[src/rtl/tour_cmd_seq.sv]
// Command-tour sequencer: plays a small queue of command words over a command link and checks
// the intermediate/final acknowledge bytes that come back for each one.
module tour_cmd_seq #(
   parameter int unsigned DEPTH     = 8,
   parameter int unsigned TMO_CLKS  = 1_000_000,
   parameter logic [7:0]  INTER_ACK = 8'h5A,
   parameter logic [7:0]  FINAL_ACK = 8'hA5
) (
   input  logic                       clk,
   input  logic                       rst,
   input  logic                       ld,
   input  logic [15:0]                ld_cmd,
   input  logic [1:0]                 ld_nresp,
   input  logic                       go,
   input  logic                       abort,
   input  logic                       clr,
   output logic [15:0]                cmd,
   output logic                       snd_cmd,
   input  logic                       cmd_snt,
   input  logic                       resp_rdy,
   input  logic [7:0]                 resp,
   output logic                       busy,
   output logic                       done,
   output logic                       err,
   output logic [1:0]                 err_code,
   output logic [$clog2(DEPTH)-1:0]   idx,
   output logic [$clog2(DEPTH):0]     cnt
);

   localparam int unsigned IW = $clog2(DEPTH);
   localparam int unsigned TW = (TMO_CLKS > 1) ? $clog2(TMO_CLKS) : 1;
   localparam logic [IW:0]   CNT_MAX  = DEPTH[IW:0];
   localparam logic [TW-1:0] TMO_LAST = TW'(TMO_CLKS - 1);
   localparam logic [IW-1:0] IDX_ZERO = '0;

   typedef enum logic [2:0] {StIdle, StSend, StWaitSnt, StWaitResp, StErr} state_e;

   state_e        state;
   logic [1:0]    rc;
   logic [TW-1:0] tmo;

   logic [15:0]   slot_cmd   [DEPTH];
   logic [1:0]    slot_nresp [DEPTH];

   logic          wr_en;
   logic [1:0]    cur_nresp;
   logic          last;
   logic          tmo_hit;
   logic [IW-1:0] idx_nxt;

   assign wr_en     = (state == StIdle) && ld && !clr && (cnt < CNT_MAX);
   assign cur_nresp = slot_nresp[idx];
   assign last      = ({1'b0, idx} == (cnt - 1'b1));
   assign tmo_hit   = (tmo == TMO_LAST);
   assign idx_nxt   = idx + 1'b1;

   assign busy = (state == StSend) || (state == StWaitSnt) || (state == StWaitResp);
   assign err  = (state == StErr);

   // Slot storage needs no reset: cnt alone decides which slots are valid.
   always_ff @(posedge clk) begin
      if (wr_en) begin
         slot_cmd[cnt[IW-1:0]]   <= ld_cmd;
         slot_nresp[cnt[IW-1:0]] <= ld_nresp;
      end
   end

   always_ff @(posedge clk or posedge rst) begin
      if (rst) begin
         state    <= StIdle;
         cnt      <= '0;
         idx      <= '0;
         rc       <= '0;
         tmo      <= '0;
         cmd      <= '0;
         snd_cmd  <= 1'b0;
         done     <= 1'b0;
         err_code <= 2'b00;
      end else begin
         snd_cmd <= 1'b0;
         done    <= 1'b0;
         case (state)
            StIdle: begin
               if (clr) begin
                  cnt <= '0;
               end else if (ld) begin
                  if (cnt < CNT_MAX) cnt <= cnt + 1'b1;
               end else if (go && (cnt != '0)) begin
                  idx     <= '0;
                  cmd     <= slot_cmd[IDX_ZERO];
                  snd_cmd <= 1'b1;
                  state   <= StSend;
               end
            end
            StSend: begin
               if (abort) begin
                  state    <= StErr;
                  err_code <= 2'b11;
               end else begin
                  state <= StWaitSnt;
                  tmo   <= '0;
               end
            end
            StWaitSnt: begin
               // Priority: abort, then the link event, then the timeout.
               if (abort) begin
                  state    <= StErr;
                  err_code <= 2'b11;
               end else if (cmd_snt) begin
                  state <= StWaitResp;
                  rc    <= '0;
                  tmo   <= '0;
               end else if (tmo_hit) begin
                  state    <= StErr;
                  err_code <= 2'b10;
               end else begin
                  tmo <= tmo + 1'b1;
               end
            end
            StWaitResp: begin
               if (abort) begin
                  state    <= StErr;
                  err_code <= 2'b11;
               end else if (resp_rdy) begin
                  tmo <= '0;
                  if (rc != cur_nresp) begin
                     if (resp == INTER_ACK) begin
                        rc <= rc + 1'b1;
                     end else begin
                        state    <= StErr;
                        err_code <= 2'b01;
                     end
                  end else if (resp != FINAL_ACK) begin
                     state    <= StErr;
                     err_code <= 2'b01;
                  end else if (last) begin
                     state <= StIdle;
                     done  <= 1'b1;
                     idx   <= '0;
                  end else begin
                     idx     <= idx_nxt;
                     cmd     <= slot_cmd[idx_nxt];
                     snd_cmd <= 1'b1;
                     state   <= StSend;
                  end
               end else if (tmo_hit) begin
                  state    <= StErr;
                  err_code <= 2'b10;
               end else begin
                  tmo <= tmo + 1'b1;
               end
            end
            StErr: begin
               if (clr) begin
                  state    <= StIdle;
                  err_code <= 2'b00;
                  cnt      <= '0;
                  idx      <= '0;
               end
            end
            default: state <= StIdle;
         endcase
      end
   end

endmodule

[config.mk]
export PLATFORM = sky130hd
export DESIGN_NAME = tour_cmd_seq
export DESIGN_NICKNAME = d
export VERILOG_FILES = /design/src/rtl/tour_cmd_seq.sv
export SDC_FILE = /design/constraint.sdc
export NUM_CORES = 1
export LEC_CHECK = 0
export CAP_MARGIN = 20
export CELL_PAD_IN_SITES_DETAIL_PLACEMENT = 0
export CELL_PAD_IN_SITES_GLOBAL_PLACEMENT = 1
export CORE_AREA = 8 8 155 157
export CTS_BUF_LIST = sky130_fd_sc_hd__clkbuf_4 sky130_fd_sc_hd__clkbuf_8 sky130_fd_sc_hd__clkbuf_16
export DETAILED_ROUTE_END_ITERATION = 10
export DIE_AREA = 0 0 163 165
export PLACE_DENSITY = 0.72
export REMOVE_ABC_BUFFERS = 1
export SYNTH_ARGS = -nofsm -noshare
export SYNTH_HDL_FRONTEND = slang
export SYNTH_SLANG_ARGS = --single-unit
[constraint.sdc]
create_clock -name clk -period 3.64 [get_ports clk]
set_clock_uncertainty 0.2 [all_clocks]
set_input_delay 0.364 -clock clk [delete_from_list [all_inputs] [get_ports clk]]
set_output_delay 0.364 -clock clk [all_outputs]
set_load 0.1 [all_outputs]
After elaboration in Yosys (flattened, before gate mapping)
Memory sizes are Yosys's and may differ from the RTL's.
Index checks and enable logic that the tools add are counted.
Widths: inputs -> output; s select.
- output and inout bits: 29
- memory bits (writable): 144
- memories: 2
- input bits: 34
- flip-flop bits (word level): 52
- word-level logic and storage cells: 148
- memories (name ; depth ; width ; rd ports ; clocked after Yosys merged registers in ; write ports ; RTL line ; source):
    slot_cmd ; 8 ; 16 ; 2 ; 0 ; 1 ; 42 ; logic [15:0] slot_cmd [DEPTH];
    slot_nresp ; 8 ; 2 ; 1 ; 0 ; 1 ; 43 ; logic [1:0] slot_nresp [DEPTH];
- add/subtract/negate cells: 5
- order comparisons: 1
- reduce and logical (&&, ||, !) cells: 22
- equal/unequal tests: 29
- muxes and demuxes: 80
- operator list (operator ; count):
    $mux 16 ; 8
    $mux 20 ; 6
    $mux 3 ; 21
    $pmux 20 s3 ; 1
    $mux 2 ; 16
    $pmux 16 s2 ; 1
    $ne 2x2->1 const B ; 12
    $add 20x1->20 const B ; 1
    $eq 20x20->1 const B ; 1
    $reduce_and 9->1 ; 2
    $mux 1 ; 17
    $mux 4 ; 4
    $pmux 3 s5 ; 1
    $pmux 3 s3 ; 1
    $eq 8x7->1 const B ; 1
    $ne 8x8->1 const B ; 1
    $pmux 2 s4 ; 1
    $pmux 4 s2 ; 1
    $reduce_and 4->1 ; 2
    $reduce_bool 4->1 ; 2
    $reduce_and 7->1 ; 1
    $eq 3x2->1 const B ; 2
    $ne 2x1->1 const B ; 3
    $ne 3x3->1 const B ; 2
    22 further kinds ; 29

Logic depth before layout (Yosys ltp)
- word-level depth: 8
- depth in mapped cells: 11
- depth with buffers taken out: 8

Worst setup path after synthesis
No wires, ideal clock.
- path kind: register to register
- start: register idx[0]
- end: register cmd[10]
- data required time: 3.315 ns
- period minus slack after synthesis: 3.743 ns
- stages on the path, launching flop included: 11
- buffers on the path: 4
- arrival: 3.417 ns
- setup time: 0.125 ns
- slack: -0.103 ns
- cell sequence: dfrtp_1 > buf_6 > buf_6 > mux2i_1 > mux4_2 > xnor2_1 > or3_4 > a2111o_1 > buf_6 > buf_8 > mux2_4
- cells in the longest elaborated chain, start to end: 8
- elaborated cells between the ends (all ways): 14
- classes of those cells: 1 x add/sub; 4 x eq/ne; 6 x mux; 1 x reduce/logical; 2 x memory
- RTL lines (what ; RTL line ; source):
    start, declared ; 26 ; output logic [$clog2(DEPTH)-1:0] idx,
    start signal, assigned ; 141 ; idx <= idx_nxt;
    $add 3x1->3 ; 55 ; assign idx_nxt = idx + 1'b1;
    $mem_v2 8x16 ; -- ;
    $mux 16 ; 136 ; end else if (last) begin
    $mux 16 ; 133 ; end else if (resp != FINAL_ACK) begin
    $mux 16 ; 126 ; if (rc != cur_nresp) begin
    $mux 16 ; 124 ; end else if (resp_rdy) begin
    $mux 16 ; 121 ; if (abort) begin
    $pmux 16 s2 ; 82 ; case (state)
    end signal, assigned ; 90 ; cmd <= slot_cmd[IDX_ZERO];
    end signal, assigned ; 142 ; cmd <= slot_cmd[idx_nxt];
    end, declared ; 17 ; output logic [15:0] cmd,
Parallel ways exist; a longest one is shown, timed or not. The select of a mux whose other input is x is not followed.
A chain may end at the register's enable or synchronous reset.

Worst setup path in the final report
- start: register idx[2]
- end: register cmd[12]
Same word-level chain as after synthesis.

==> impl_summary.md <==
CTS
TritonCTS built the clock tree. The post-cts hold buffer count is 0. The clock reaches the later pin of the worst-skew pair after between 400 and 500 ps. Counting every sink on the clock net gives roughly 200. Buffers added to address setup during post-CTS repair amount to 0.

Clock tree synthesis selected as its root buffer the cell clkbuf_16. Counting along the longest clock path gives a buffer depth of 2. The deepest level of the CTS H-tree is 4. Counting the buffers created by CTS gives 17.

The number of gates resized after CTS was 0. The clock transition at the registers of the reported paths is 80 ps.

Routing
The via count is a little over 5000. After detailed routing, the average wire length per cell comes to roughly 20 um. The detail route stage leaves a number of antenna-violating nets equal to 0. The detailed-route wire length is 18.9 mm.

The number of violations reported at the end of detailed-routing iteration 0 is approximately 320. The number of vias per cell is ~5.4. The length of the first detailed-routing pass in iterations is 4. The total DRC errors in the routed layout is 0.

STA
The smallest clock period supported by the final layout is computed as 3140 ps. Setup violations remaining at the end of the flow were counted as 0. The count of final max-slew check failures is 0. The portion of the clock cycle consumed by the worst path in the final layout is 0.861. The worst slew margin relative to its limit is 0.308. The number of hold violations in the final report is 0. The pin slew with the least headroom to its limit is 1040 ps. The final critical-path setup slack is approximately 500 ps. The maximum clock frequency is about 320 MHz.

The worst slack on hold paths is between 60 and 70 ps. Setup repair after global routing left no endpoint under its margin. After routing, the total negative slack on setup checks comes to 0 ps.

Floorplanning
The horizontal die dimension is about 160 um. Measured along the y axis, the die boundary spans around 170 um. The effective utilization at floorplan is 0.396.

The number of standard-cell rows in the floorplan is 54. The overall die area is roughly 27000 um2. The total area inside the core boundary comes to ~21000 um2. The number of I/O pins is 63.

Critical path
The slack of the worst reg-to-reg path is approximately 500 ps. The number of buffers and inverters on the critical path is 2. The top fanout value on the critical path is 17.

On the worst path, the slowest cell contributes a delay of between 500 and 600 ps. The critical path in this run is classified as flop to flop. The worst setup path is captured at a flop. The kind of start point of the critical path is a flop. Traced cell by cell, the critical path runs through inv_1 -> mux4_2 -> xnor2_1 -> or3_4 -> a2111o_1 -> buf_4 -> mux2_4. The slowest library cell on the worst path is mux4_2. Grouping stages by cell kind, the critical path spends the most delay in multiplexers.

The arrival time at the worst endpoint is 3250 ps. The endpoint identified for the worst register-to-register timing path is cmd[12]. In this run the critical register-to-register path is launched from idx[2]. For the worst flop-to-flop path, the logic depth is 7. The endpoint required time on the critical path is approximately 3800 ps.

Yosys
The leading register cell type out of synthesis is edfxtp_1. The number of synthesized flops with an enable pin is roughly 140. The share of the Yosys chip area taken by registers is 0.662. After technology mapping, the gate count stands at between 500 and 600. The unique cell type count in the Yosys netlist is 51. Summing every instance area after synthesis gives 8500 um2. The number of synthesis warnings is 0. The portion of synthesized cell area occupied by the leading cell type is 0.509. The flop and latch count out of synthesis is between 150 and 200. By area the synthesized netlist is led by edfxtp_1 (51%), dfrtp_1 (15%), mux4_2 (9.0%). After synthesis, the share of flip-flops with an asynchronous set or reset is 0.265. The largest total area in the synthesized netlist belongs to edfxtp_1.

After synthesis, the mean cell area works out to around 15 um2.

Global route
The largest net degree at the start of global routing is 36. The total congestion overflow after global routing is 0. In the global route stage, overall resource usage came out at 0.147. The number of global-route vias before repair is approximately 5400.

The global-route wire length before repair is between 30 and 40 mm. The number of antenna violations at the first check in global routing is 1.

Place
The HPWL after detailed placement is 12.1 mm. Port buffering added 62 buffers. The weighted congestion reported at the end of routability-driven placement is roughly 0.85.

Before CTS, the worst setup slack after placement is about 470 ps.

Pwr
The power per cell area is roughly 810 nW/um2. The worst-case IR drop observed on VDD is 0.000558 V. The static leakage is ~0.0035 uW.

Cells and area
The synthesis-to-finish area growth is 18.6%. The library cells used most frequently in the layout, excluding fill and tap cells, are edfxtp_1 (144), clkdlybuf4s50_1 (58), dfrtp_1 (51), nor2_1 (49), mux4_2 (34). Leaving out fill and tap cells, the most frequent cell in the layout is edfxtp_1. In the final layout, the share of cells above drive strength 1 is 0.176. After the last flow step, the layout net total stands at approximately 670. 0 antenna diodes ended up in the layout. The final-layout fill cell count is 1878. The area used by sequential logic in the layout is ~5600 um2.

In the final layout, the multi-input gates occupy 2710 um2.

Job
The number of max-cap violations is 0.

Worst hold path
The worst hold path class is input pin to asynchronous set/reset pin.

Run status
The run finished with clean final reports.
-- power by group --
group	total (uW)	switching, uW	internal [uW]
sequential	2880	231	2650
combinational	3470	2200	1270
clock	1850	928	922
total	8190	3360	4840
-- cell type report --
class	count	area share
inverters	13	0.00484
well taps	280	0.0348
flip-flops and latches	196	0.558
repair buffers	82	0.0755
clock inverters	15	0.0153
multi-input cells	326	0.269
clock buffers	17	0.0422
-- through the flow --
step                       util  cell area [um2]  power [uW]  instances
after floorplan               -             8370        5560        535
after global placement    0.442             9500        6360        897
after detailed placement  0.442             9500        6430        897
after CTS                 0.469            10100        8290        929
after global routing      0.469            10100        8580        929
final                     0.469            10100        8190        929
-- registers in the layout, indices dropped and copies added, names as in the netlist --
register and count:
cmd 16, cnt 4, done 1, err_code 2, idx 3, rc 2, slot_cmd 128, slot_nresp 16
snd_cmd 1, state 3, tmo 20
-- cell usage after synthesis (all sizes together), types with 13 or more instances --
master / instances
mux2: 16
nand2: 26
nor2: 50
mux2i: 25
nand3: 15
a21oi: 30
edfxtp: 144
inv: 13
dfrtp: 52
o21ai: 21
mux4: 34
clkbuf: 19
-- cell families after synthesis --
kind of cell             Yosys count  share of synthesized area
adder cells (fa/ha/maj)            4                    0.00589
AND/OR/NAND/NOR                  142                     0.0832
flip-flops                       196                      0.662
multiplexers                      75                      0.145
buffers and inverters             39                     0.0212
AO/OA/AOI/OAI                     84                     0.0615
XOR/XNOR                          21                     0.0216
-- worst max path at each step --
stage                     startpoint  endpoint  cells past startpoint
after floorplan               idx[0]   cmd[10]                      6
after global placement        idx[2]    cmd[9]                      7
after detailed placement      idx[2]   cmd[11]                      7
after CTS                     idx[2]   cmd[10]                      7
after global routing          idx[2]   cmd[13]                      7
final                         idx[2]   cmd[12]                      7
-- layer usage --
metal | GRT usage | up-vias | wire (um)
met5 | 0 | - | 10
li1 | - | 2320 | -
met2 | 0.247 | 124 | 9370
met1 | 0.188 | 2566 | 8300
met3 | 0.0292 | 28 | 804
met4 | 0.0509 | 2 | 368
No activity file was read; power rests on OpenSTA's default activity.
